[src/rtl/divider_pkg.sv]
// Shared types and constants for the sequential divider.
// FSM state encoding, default width and count-width helper.
package divider_pkg;

  localparam int DIV_WIDTH = 32;

  typedef enum logic [1:0] {
    IDLE,
    RUN,
    DONE
  } state_e;

  function automatic int cnt_w(input int w);
    return $clog2(w + 1);
  endfunction

endpackage

[src/rtl/div_restore_step.sv]
// One radix-2 restoring iteration: shift, trial subtract, restore.
// Purely combinational; instanced once by the divider top.
module div_restore_step
  import divider_pkg::*;
#(
  parameter int WIDTH = DIV_WIDTH
) (
  input  logic [WIDTH:0]   rem_i,
  input  logic [WIDTH-1:0] q_i,
  input  logic [WIDTH-1:0] divisor_i,
  output logic [WIDTH:0]   rem_o,
  output logic [WIDTH-1:0] q_o,
  output logic             qbit_o
);

  logic [WIDTH+1:0] shifted;
  logic [WIDTH+1:0] trial;

  // One guard bit above the partial remainder carries the trial sign.
  assign shifted = {rem_i, q_i[WIDTH-1]};
  assign trial   = shifted - {2'b00, divisor_i};
  assign qbit_o  = ~trial[WIDTH+1];
  assign rem_o   = qbit_o ? trial[WIDTH:0] : shifted[WIDTH:0];
  assign q_o     = {q_i[WIDTH-2:0], 1'b0};

endmodule

[src/rtl/unsigned_sequential_divider.sv]
// Radix-2 restoring unsigned divider, one quotient bit per clock.
// DIVIDER_ZERO_DETECT_EN short-circuits divide-by-zero to one cycle.
module unsigned_sequential_divider
  import divider_pkg::*;
#(
  parameter int WIDTH = DIV_WIDTH
) (
  input  logic             clk,
  input  logic             rst,
  input  logic             start,
  input  logic [WIDTH-1:0] dividend,
  input  logic [WIDTH-1:0] divisor,
  output logic             busy,
  output logic             done,
  output logic [WIDTH-1:0] quotient,
  output logic [WIDTH-1:0] remainder,
  output logic             div_by_zero
);

  localparam int CW = cnt_w(WIDTH);
  localparam logic [CW-1:0] LAST = CW'(WIDTH - 1);

  state_e state_q, state_d;

  logic [CW-1:0]    cnt_q, cnt_d;
  logic [WIDTH:0]   rem_q, rem_d;
  logic [WIDTH-1:0] q_q, q_d;
  logic [WIDTH-1:0] dvs_q, dvs_d;
  logic [WIDTH-1:0] quo_q, quo_d;
  logic [WIDTH-1:0] rmd_q, rmd_d;
  logic             busy_q, busy_d;
  logic             done_q, done_d;

  logic [WIDTH:0]   step_rem;
  logic [WIDTH-1:0] step_q;
  logic             step_qbit;

`ifdef DIVIDER_ZERO_DETECT_EN
  logic zero_q, zero_d;
  logic dbz_q, dbz_d;
`endif

  div_restore_step #(
    .WIDTH(WIDTH)
  ) u_step (
    .rem_i    (rem_q),
    .q_i      (q_q),
    .divisor_i(dvs_q),
    .rem_o    (step_rem),
    .q_o      (step_q),
    .qbit_o   (step_qbit)
  );

  always_comb begin
    state_d = state_q;
    cnt_d   = cnt_q;
    rem_d   = rem_q;
    q_d     = q_q;
    dvs_d   = dvs_q;
    quo_d   = quo_q;
    rmd_d   = rmd_q;
`ifdef DIVIDER_ZERO_DETECT_EN
    zero_d  = zero_q;
    dbz_d   = dbz_q;
`endif
    unique case (state_q)
      RUN: begin
`ifdef DIVIDER_ZERO_DETECT_EN
        if (zero_q) begin
          state_d = DONE;
          quo_d   = '1;
          rmd_d   = q_q;
          dbz_d   = 1'b1;
        end else begin
`else
        begin
`endif
          rem_d = step_rem;
          q_d   = step_q | {{(WIDTH-1){1'b0}}, step_qbit};
          cnt_d = cnt_q + CW'(1);
          if (cnt_q == LAST) begin
            state_d = DONE;
            quo_d   = q_d;
            rmd_d   = step_rem[WIDTH-1:0];
`ifdef DIVIDER_ZERO_DETECT_EN
            dbz_d   = 1'b0;
`endif
          end
        end
      end
      IDLE, DONE: begin
        if (start) begin
          state_d = RUN;
          dvs_d   = divisor;
          rem_d   = '0;
          q_d     = dividend;
          cnt_d   = '0;
`ifdef DIVIDER_ZERO_DETECT_EN
          zero_d  = (divisor == '0);
`endif
        end else begin
          state_d = IDLE;
        end
      end
      default: state_d = IDLE;
    endcase
    busy_d = (state_d == RUN);
    done_d = (state_d == DONE);
  end

  always_ff @(posedge clk or posedge rst) begin
    if (rst) begin
      state_q <= IDLE;
      cnt_q   <= '0;
      rem_q   <= '0;
      q_q     <= '0;
      dvs_q   <= '0;
      quo_q   <= '0;
      rmd_q   <= '0;
      busy_q  <= 1'b0;
      done_q  <= 1'b0;
    end else begin
      state_q <= state_d;
      cnt_q   <= cnt_d;
      rem_q   <= rem_d;
      q_q     <= q_d;
      dvs_q   <= dvs_d;
      quo_q   <= quo_d;
      rmd_q   <= rmd_d;
      busy_q  <= busy_d;
      done_q  <= done_d;
    end
  end

`ifdef DIVIDER_ZERO_DETECT_EN
  always_ff @(posedge clk or posedge rst) begin
    if (rst) begin
      zero_q <= 1'b0;
      dbz_q  <= 1'b0;
    end else begin
      zero_q <= zero_d;
      dbz_q  <= dbz_d;
    end
  end

  assign div_by_zero = dbz_q;
`else
  assign div_by_zero = 1'b0;
`endif

  assign busy      = busy_q;
  assign done      = done_q;
  assign quotient  = quo_q;
  assign remainder = rmd_q;

endmodule

[config.mk]
export PLATFORM = sky130hd
export DESIGN_NAME = unsigned_sequential_divider
export DESIGN_NICKNAME = d
export VERILOG_FILES = /design/src/rtl/divider_pkg.sv /design/src/rtl/div_restore_step.sv /design/src/rtl/unsigned_sequential_divider.sv
export SDC_FILE = /design/constraint.sdc
export NUM_CORES = 1
export LEC_CHECK = 0
export CAP_MARGIN = 40
export CORE_ASPECT_RATIO = 1.75
export CORE_MARGIN = 1.5
export CORE_UTILIZATION = 50
export CTS_BUF_LIST = sky130_fd_sc_hd__clkbuf_8
export DETAILED_ROUTE_END_ITERATION = 12
export DONT_BUFFER_PORTS = 1
export GPL_TIMING_DRIVEN = 0
export HOLD_SLACK_MARGIN = 0.05
export SLEW_MARGIN = 15
export SYNTH_ARGS = -nofsm -noshare
export SYNTH_HDL_FRONTEND = slang
export SYNTH_SLANG_ARGS = --single-unit
[constraint.sdc]
create_clock -name clk -period 10.6 [get_ports clk]
set_input_delay 1.59 -clock clk [delete_from_list [all_inputs] [get_ports clk]]
set_output_delay 1.59 -clock clk [all_outputs]
set_load 0.03 [all_outputs]
==> flow_summary_export.csv <==
group,metric,value,unit
clock_tree,post_cts.repair.setup_buffers,0,
floorplanning,die-height,177.1,um
setup_path,crit_family,"compound AO/OA/AOI/OAI gates",
yosys,synth_largest_type_area_fraction,0.4941,
timing,worst-slew-pin-transition,0.7681,ns
yosys,synth_area_per_cell,9.173,um^2
setup_path,worst_path_required_time,10.93,ns
setup_path,critPathCaptureType,"flip-flop",
detailed_routing,vias,6561,
timing,timing.final.max_slew_violations,0,
detailed_routing,postRouteAntennaNets,0,
timing,finalClockSkew,0.01814,ns
detailed_routing,post_route_m1_wl,8.197,mm
final_layout,finalNonFillerCells,1204,
timing,setup_violations,0,
grt,grt_pass1_wl,34.79,mm
clock_tree,cts.root.buffer_cell,"sky130_fd_sc_hd__clkbuf_8",
clock_tree,worst_skew_pair.late_latency,0.47,ns
worst_hold_path,timing.hold.worst.class,"reg2reg",
yosys,synth.area.mux_share,0.07802,
yosys,synth-edff-count,0,
grt,grt_antenna_before_repair,0,
timing,unrepaired_setup_endpoints_after_global_routing,"no",
detailed_routing,number_of_drc_markers_after_the_initial_detailed_route_iteration,217,
yosys,yosysSeqAreaShare,0.4941,
yosys,synthFlopType,"sky130_fd_sc_hd__dfrtp_1",
floorplanning,placeableCoreArea,16950,um^2
run_status,run_status,"finished, final reports clean",
yosys,simple_gate_fraction_of_synth_area,0.1438,
detailed_routing,firstDrtPassIters,4,
yosys,synth_xor_area_frac,0.03034,
setup_path,cp_max_fo,10,
setup_path,timing.critical_path.cells,"ha_1 -> a21o_1 -> a21oi_1 -> a21oi_1 -> nor2b_1 -> o211ai_2 -> a21oi_2 -> o21ai_1 -> a311oi_4 -> buf_8 -> mux2i_1 -> a21oi_1",
yosys,ys_types,53,
grt,groute.usage.overall,0.2508,
floorplanning,die_w,102.5,um
yosys,synth_top_family_by_area,"compound AO/OA/AOI/OAI gates",
place,place_inst,1172,
yosys,async_set_or_reset_register_ratio_after_synthesis,1.000,
floorplanning,initial_utilization,0.5110,
setup_path,worst-endpoint-arrival,3.89,ns
setup_path,slowest_delay,0.50,ns
final_layout,fill_cells,1647,
floorplanning,pin_count,134,
final_layout,syn2layout_area_growth,8.091,%
setup_path,crit_path_slowest_cell,"sky130_fd_sc_hd__a311oi_4",
flow_run,drv.max_cap_violation_count,0,
grt,grt_pass1_vias,6870,
detailed_routing,dr_vias_cell,5.449,
yosys,synth_compound_gate_area_share,0.1581,
clock_tree,number_of_buffers_created_by_cts,17,
detailed_routing,drc,0,
final_layout,n_antenna_cell,0,
setup_path,worst_path_most_repeated_cell,"sky130_fd_sc_hd__a21oi_1",
yosys,synth_cells,944,
clock_tree,clock_sink_count,171,
yosys,synth_warnings,0,
setup_path,worst_setup_path_start_kind,"flip-flop",
floorplanning,placement_rows,63,
detailed_routing,maxUsedRoutingLayer,"met4",
place,portBuffers,0,
yosys,synth_commonest_cells,"sky130_fd_sc_hd__nand2_1, sky130_fd_sc_hd__dfrtp_1, sky130_fd_sc_hd__o21ai_0",
yosys,synthesis.nets,1045,
detailed_routing,wl_met3,906,um
final_layout,design.final.nets,1065,
detailed_routing,wire_per_inst,17.85,um
yosys,syn_area,8660,um^2
timing,maxClockFrequency,280.2,MHz
floorplanning,dieArea,18150,um^2
timing,setup_tns,0,ns
clock_tree,ctsHoldBuffers,0,
clock_tree,cts_htree_levels,4,
clock_tree,postCtsResizedCells,0,
place,detailedPlacementHpwl,16.16,mm
grt,grt_start_max_net_pins,111,
yosys,yosys.area_share.adder,0.04999,
clock_tree,cts_tree,"yes",
detailed_routing,met2WireLength,11.76,mm
yosys,most_common_cell_in_the_netlist,"sky130_fd_sc_hd__nand2_1",
timing,final.min_clock_period,3.568,ns
grt,grt_overflow,0,
setup_path,criticalPathCategory,"reg2reg",
detailed_routing,routed_wl,21.50,mm
yosys,synth.largest_area_cell,"sky130_fd_sc_hd__dfrtp_1",
final_layout,drive_above_1_share,0.04606,
place,finalWeightedCongestion,0.8852,
yosys,synth.top_cells.by_area,"sky130_fd_sc_hd__dfrtp_1, sky130_fd_sc_hd__nand2_1, sky130_fd_sc_hd__mux2i_1, sky130_fd_sc_hd__o21ai_0, sky130_fd_sc_hd__ha_1",
clock_tree,clock_edge_transition_at_the_registers_on_the_reported_setup_and_hold_paths,0.09,ns
clock_tree,clockBufferDepth,2,
timing,hold_viol_final,0,
setup_path,cp.buffers_inverters,1,
timing,layout_worst_path_cycle_share,0.3366,
yosys,ys_seq_elements,171,
timing,slew_headroom,0.4879,
cells in the final DEF, fill, tap and decap left out, types with 7 or more instances in the layout:
master	count
sky130_fd_sc_hd__a21oi_1	37
sky130_fd_sc_hd__nor2_1	26
sky130_fd_sc_hd__xor2_1	13
sky130_fd_sc_hd__mux2i_1	63
sky130_fd_sc_hd__inv_1	43
sky130_fd_sc_hd__o21ai_1	57
sky130_fd_sc_hd__clkbuf_1	41
sky130_fd_sc_hd__dfrtp_1	171
sky130_fd_sc_hd__o21ai_0	90
sky130_fd_sc_hd__nand2_1	248
sky130_fd_sc_hd__ha_1	33
sky130_fd_sc_hd__nand4_1	9
sky130_fd_sc_hd__nand3_1	7
sky130_fd_sc_hd__a21o_1	14
sky130_fd_sc_hd__clkbuf_8	19
sky130_fd_sc_hd__xnor2_1	17
metal layers:
layer	track usage	vias up
met2	0.4608	131
met4	0.1027	0
met3	0.05490	42
met5	0	-
li1	-	3229
met1	0.2712	3159
final timing paths:
kind                                  to  slack (ns)      from  cells past startpoint
max in group asynchronous      dvs_q[25]        8.70       rst                      2
min in group asynchronous         q_q[6]        0.99       rst                      1
min reg2reg                     dvs_q[0]        0.49  dvs_q[0]                      2
max reg2reg                remainder[23]        7.03  rem_q[2]                     12
min                             dvs_q[0]        0.49  dvs_q[0]                      2
max                        remainder[23]        7.03  rem_q[2]                     12
sequential cells by signal (all words and copies together), names as in the netlist:
name,flops
rem_q,33
quotient,32
dvs_q,32
remainder,32
done,1
busy,1
cnt_q,6
state_q,2
q_q,32
per-stage QoR:
stage | util | cell area [um^2] | setup WS [ns] | hold WS, ns
after detailed placement | 0.5298 | 8979 | 7.054 | 0.4757
after floorplan | - | 8660 | 4.378 | 0.4497
after global placement | 0.5277 | 8944 | 2.444 | 0.4627
final | 0.5523 | 9360 | 7.032 | 0.4917
after global routing | 0.5523 | 9360 | 6.805 | 0.5151
after CTS | 0.5523 | 9360 | 7.012 | 0.4985
kinds of logic after synthesis:
logic type,Yosys count
simple gates,310
compound gates,239
flops,171
buf+inv,92
mux,67
fa+ha+maj,34
xor+xnor,30
other cells,1
worst min-delay path, delay by kind of cell, from the launching register on:
kind	cells	cell delay, ns
DFF	1	0.36
and+or+nand+nor	2	0.11
layout make-up:
| cell class | count | area (um^2) | area share |
|---|---|---|---|
| flip-flops and latches | 171 | 4279 | 0.4572 |
| multi-input cells | 681 | 3989 | 0.4261 |
| well taps | 227 | 284.0 | 0.03034 |
| clock buffers | 19 | 261.5 | 0.02794 |
| plain buffers | 49 | 230.2 | 0.02460 |
| inverters | 43 | 168.9 | 0.01805 |
| clock inverters | 13 | 120.1 | 0.01283 |
| repair buffers | 1 | 27.53 | 0.002941 |
Power is left out: the tool's default activity adds up to more than one toggle a clock period on the data nets, which glitch-free logic cannot reach.
